$ cat src/rtl/ckp_wheel_gen.sv
// Crankshaft wheel emulator: produces a TEETH-minus-GAP toothed waveform with a
// programmable tooth period, plus per-tooth and per-revolution strobes.
module ckp_wheel_gen #(
  parameter int unsigned TEETH = 60,
  parameter int unsigned GAP   = 2,
  parameter int unsigned PW    = 24,
  parameter int unsigned TW    = 6,
  parameter int unsigned PMIN  = 4
) (
  input  logic          clk,
  input  logic          rst,
  input  logic          ena,
  input  logic [PW-1:0] period,
  output logic          cap,
  output logic [TW-1:0] tooth_num,
  output logic          tooth_stb,
  output logic          rev_stb,
  output logic          running
);

  typedef enum logic {S_IDLE, S_RUN} state_t;

  localparam logic [TW-1:0] LAST_TOOTH = TW'(TEETH - 1);
  localparam logic [TW-1:0] FIRST_GAP  = TW'(TEETH - GAP);
  localparam logic [PW-1:0] PMIN_V     = PW'(PMIN);

  state_t        r_state, w_state;
  logic [PW-1:0] r_p, w_p;
  logic [PW-1:0] r_phase, w_phase;
  logic [TW-1:0] r_tooth, w_tooth;
  logic          r_cap, w_cap;
  logic          r_tstb, w_tstb;
  logic          r_rstb, w_rstb;
  logic          r_run, w_run;

  logic          w_ok;
  logic          w_bound;
  logic [TW-1:0] w_tnext;
  logic [PW-1:0] w_ph1;

  assign w_ok    = (period >= PMIN_V);
  assign w_bound = (r_phase == r_p - PW'(1));
  assign w_tnext = (r_tooth == LAST_TOOTH) ? '0 : r_tooth + TW'(1);
  assign w_ph1   = r_phase + PW'(1);

  // Defaults describe the idle wheel; only RUN paths override them.
  always_comb begin
    w_state = r_state;
    w_p     = r_p;
    w_phase = '0;
    w_tooth = '0;
    w_cap   = 1'b0;
    w_tstb  = 1'b0;
    w_rstb  = 1'b0;
    case (r_state)
      S_IDLE: begin
        if (ena && w_ok) begin
          w_state = S_RUN;
          w_p     = period;
          w_cap   = 1'b1;
          w_tstb  = 1'b1;
          w_rstb  = 1'b1;
        end
      end
      S_RUN: begin
        if (!ena) begin
          w_state = S_IDLE;
        end else if (w_bound) begin
          // New period is only accepted here, so a tooth is never stretched or cut.
          if (!w_ok) begin
            w_state = S_IDLE;
          end else begin
            w_p     = period;
            w_tooth = w_tnext;
            w_cap   = (w_tnext < FIRST_GAP);
            w_tstb  = 1'b1;
            w_rstb  = (w_tnext == '0);
          end
        end else begin
          w_phase = w_ph1;
          w_tooth = r_tooth;
          w_cap   = (r_tooth < FIRST_GAP) && (w_ph1 < (r_p >> 1));
        end
      end
      default: w_state = S_IDLE;
    endcase
    w_run = (w_state == S_RUN);
  end

  always_ff @(posedge clk or negedge rst) begin
    if (!rst) begin
      r_state <= S_IDLE;
      r_p     <= '0;
      r_phase <= '0;
      r_tooth <= '0;
      r_cap   <= 1'b0;
      r_tstb  <= 1'b0;
      r_rstb  <= 1'b0;
      r_run   <= 1'b0;
    end else begin
      r_state <= w_state;
      r_p     <= w_p;
      r_phase <= w_phase;
      r_tooth <= w_tooth;
      r_cap   <= w_cap;
      r_tstb  <= w_tstb;
      r_rstb  <= w_rstb;
      r_run   <= w_run;
    end
  end

  assign cap       = r_cap;
  assign tooth_num = r_tooth;
  assign tooth_stb = r_tstb;
  assign rev_stb   = r_rstb;
  assign running   = r_run;

endmodule

$ cat config.mk
export PLATFORM = sky130hd
export DESIGN_NAME = ckp_wheel_gen
export DESIGN_NICKNAME = d
export VERILOG_FILES = /design/src/rtl/ckp_wheel_gen.sv
export SDC_FILE = /design/constraint.sdc
export NUM_CORES = 1
export LEC_CHECK = 0
export ABC_AREA = 1
export BUFFER_PORTS_ARGS = -buffer_cell sky130_fd_sc_hd__buf_2
export CAP_MARGIN = 20
export CORE_MARGIN = 2
export CORE_UTILIZATION = 40
export CTS_BUF_LIST = sky130_fd_sc_hd__clkbuf_16
export CTS_CLUSTER_SIZE = 40
export DETAILED_ROUTE_END_ITERATION = 12
export MAX_ROUTING_LAYER = met4
export PLACE_DENSITY = 0.65
export SYNTH_ARGS = -nofsm -noshare
export SYNTH_HDL_FRONTEND = slang
export SYNTH_SLANG_ARGS = --single-unit
$ cat constraint.sdc
create_clock -name clk -period 3.9 [get_ports clk]
set_input_delay 0 -clock clk [delete_from_list [all_inputs] [get_ports clk]]
set_output_delay 0 -clock clk [all_outputs]
set_load 0.01 [all_outputs]
==> impl_metrics.tcl <==
set metrics [dict create \
    antennaDiodeCount 0 \
    finalSetupViolCount 0 \
    grt_usage 0.217 \
    place_area_sq_um 4970 \
    core-area_sq_um 11400 \
    cts_sinks 58 \
    cts_max_path_buffers 2 \
    critPathMaxFanout 6 \
    fin_crit_sh 0.804 \
    rr_endpoint "cap" \
    ys_ff_latch 58 \
    vias 4700 \
    reg2reg_slack_ns 0.76 \
    die_w_um 112 \
    hold_viol 0 \
    fmax_mhz 319 \
    endpoint "cap" \
    dpl.hpwl_um 9610 \
    pin_count 37 \
    crit_start "r_phase[0]" \
    syn_inst 711 \
    post_drt_via_cell_ratio 5.10 \
    maxCapViolCount 0 \
    grt_pass1_vias 4534 \
    post-route-util 0.487 \
    cts_inserted_buffers 9 \
    final_layout_size_suffix_gt1_frac 0.0937 \
    p_int_uw 1450 \
    fp.dieH_um 112 \
    worstPathArrival_ns 3.35 \
    synthDominantCellAreaShare 0.310 \
    ys_top_cells_by_area "dfrtp_1 31%, nand2_1 16%, inv_1 8.7%" \
    clk_pin_slew_ns 0.05 \
    start_util 0.410 \
    critical_path_class "register to register" \
    area_growth_pct 18.7 \
    setup_tns_ns 0 \
    finalCriticalPeriod_ns 3.14 \
    start_kind "register" \
    synth-seq-area-share 0.310 \
    ant_nets 0 \
    fp-row-count 39 \
    ys_warn_count 0 \
    holdCritPathClass "input port to asynchronous set/reset pin" \
    irDropWorstVdd_uv 325 \
    clock_power_share 0.416 \
    cts_tree "yes" \
    post-route-drc-count 0 \
    whs_ns 0.368 \
    io_buffers 36 \
    grt_pass1_wl_um 21500 \
    first_iter_violations 362 \
    p_per_area_nw_per_um2 383 \
    ys_types 35 \
    worstMarginPinSlew_ns 0.725 \
    num-nets-final 827 \
    grt_max_degree 59 \
    yosysTopAreaCell "dfrtp_1" \
    status "finished clean" \
    netlist_area_sq_um 4690 \
    reg2regPathDepth 20 \
    required_ns 4.12 \
    clk_latency_ns 0.33 \
    pwr-share-comb 0.238 \
    dp_cells 880 \
    power.switching_uw 678 \
    r2r_start "r_phase[0]" \
    wl_per_cell_um 13.6 \
    drt_pass1_iterations 6 \
    avgSynthCellArea_sq_um 6.59 \
    seq_power_share 0.346 \
    fin_cells 922 \
    totalWireLength_um 12600 \
    leakage_uw 0.00297 \
    syn_nets 764 \
    stdcell_area_sq_um 5560 \
    antenna_found_initial 0 \
    rsz0062_at_grt "false" \
    grt_overflow 0 \
    cts_root_buffer "clkbuf_16" \
    slew_headroom 0.516 \
    drv_slew 0 \
    die-area_sq_um 12600 \
    skew_ns 0.00519 \
    finalWeightedCongestion 0.896 \
    swShare 0.318 \
    endpoint_kind "register" \
    htreeDepth 3 \
]
## layout make-up
cell class | instances | area (sq um)
clock buffer | 9 | 225
clock inverter | 7 | 109
fill | 1158 | 5860
inverter | 111 | 417
multi-input combinational | 530 | 2730
sequential | 58 | 1450
tap | 143 | 179
timing repair buffer | 64 | 455
## layout by cell type (no fill, tap or decap), drive strengths merged
| cell | synthesis | layout |
|---|---|---|
| nand4 | 13 | 13 |
| o211ai | 1 | 1 |
| nor2 | 110 | 110 |
| xor2 | 26 | 26 |
| bufinv | 0 | 3 |
| clkinv | 1 | 3 |
| a21oi | 19 | 19 |
| or2 | 4 | 4 |
| dfrtp | 58 | 58 |
| dlygate4sd3 | 0 | 26 |
| nand2 | 209 | 209 |
| nand3 | 68 | 68 |
| clkbuf | 3 | 9 |
| o31ai | 2 | 2 |
| and2 | 1 | 1 |
| buf | 9 | 38 |
| a31oi | 1 | 1 |
| o21bai | 1 | 1 |
| ha | 26 | 26 |
| and3 | 1 | 1 |
| nand3b | 8 | 8 |
| clkinvlp | 0 | 1 |
| inv | 110 | 111 |
| nor4 | 3 | 3 |
| a211oi | 1 | 1 |
| xnor2 | 10 | 10 |
| o2111ai | 1 | 1 |
| o21ai | 14 | 14 |
| nor3 | 11 | 11 |
## repair_timing
action                    4_1_cts  5_1_grt
hold endpoints to repair       83        0
gates resized for setup         0        0
hold buffers                   26        0
buffers inserted                0        0
## state kept, by name, indices dropped and copies added, names as in the netlist
signal / count
r_p: 24
r_phase: 24
tooth_num: 6
cap: 1
rev_stb: 1
running: 1
tooth_stb: 1
## metal layers
layer  GRT usage  routed length (um)  share of wire
met1       0.278                5650           0.45
met3      0.0313                 696          0.055
met5           -                   0              0
met2       0.343                5830           0.46
met4      0.0927                 391          0.031
## power groups by stage
stage / sequential (uW) / clock [uW] / combinational [uW]
global placement: 743 / 0 / 465
CTS: 737 / 896 / 505
finish: 738 / 887 / 506
floorplan: 710 / 0 / 372
detailed placement: 746 / 0 / 482
global route: 746 / 926 / 587
## through the flow
step	setup WS (ns)	total power (uW)
after global placement	0.952	1210
after detailed placement	0.819	1230
after floorplan	1.22	1080
after CTS	0.819	2140
after global routing	0.282	2260
final	0.765	2130
## synth_stat cells
| cell type | instances |
|---|---|
| a211oi_1 | 1 |
| a21oi_1 | 19 |
| a31oi_1 | 1 |
| and2_1 | 1 |
| and3_1 | 1 |
| buf_2 | 1 |
| buf_4 | 4 |
| buf_6 | 4 |
| clkbuf_1 | 2 |
| clkbuf_2 | 1 |
| clkinv_1 | 1 |
| dfrtp_1 | 58 |
| ha_1 | 26 |
| inv_1 | 109 |
| inv_2 | 1 |
| nand2_1 | 202 |
| nand2_2 | 4 |
| nand2_4 | 3 |
| nand3_1 | 66 |
| nand3_2 | 2 |
| nand3b_1 | 8 |
| nand4_1 | 13 |
| nor2_1 | 102 |
| nor2_2 | 5 |
| nor2_4 | 3 |
| nor3_1 | 11 |
| nor4_1 | 3 |
| o2111ai_1 | 1 |
| o211ai_1 | 1 |
| o21ai_0 | 14 |
| o21bai_1 | 1 |
| o31ai_1 | 2 |
| or2_2 | 4 |
| xnor2_1 | 10 |
| xor2_1 | 26 |
## worst max-delay path: stages, from the launching register on
cell and delay [ns]:
dfrtp_1 0.43, ha_1 0.20, nand2_1 0.07, inv_1 0.09
nand3_1 0.11, nor2_1 0.20, nand3_1 0.14, nor2_1 0.15
nand2_1 0.09, nor3_1 0.29, nor2_1 0.10, ha_1 0.29
nand2_1 0.06, nor2_1 0.15, nand4_1 0.10, a31oi_1 0.21
nand3_1 0.10, nand3_1 0.09, nand2_1 0.05, nand2_1 0.06
nand2_1 0.05
## kinds of logic (layout without fill, tap and decap cells)
logic type	after synthesis	in the layout	synth area share
AO/OA/AOI/OAI	40	40	0.0465
XOR/XNOR	36	36	0.0673
adder cells (fa/ha/maj)	26	26	0.0694
buffers and inverters	123	191	0.109
flip-flops	58	58	0.310
AND/OR/NAND/NOR	428	428	0.399
## how the worst min path moves through the flow
stage / slack, ns / cells after the start / to
finish: 0.37 / 3 / r_phase[0]
global route: 0.47 / 3 / r_p[3]
CTS: 0.38 / 3 / r_p[0]
detailed placement: 0.19 / 2 / r_p[0]
global placement: 0.19 / 2 / r_p[1]
floorplan: -0.30 / 0 / cap
Note: power is estimated with default switching activity, not from simulation.
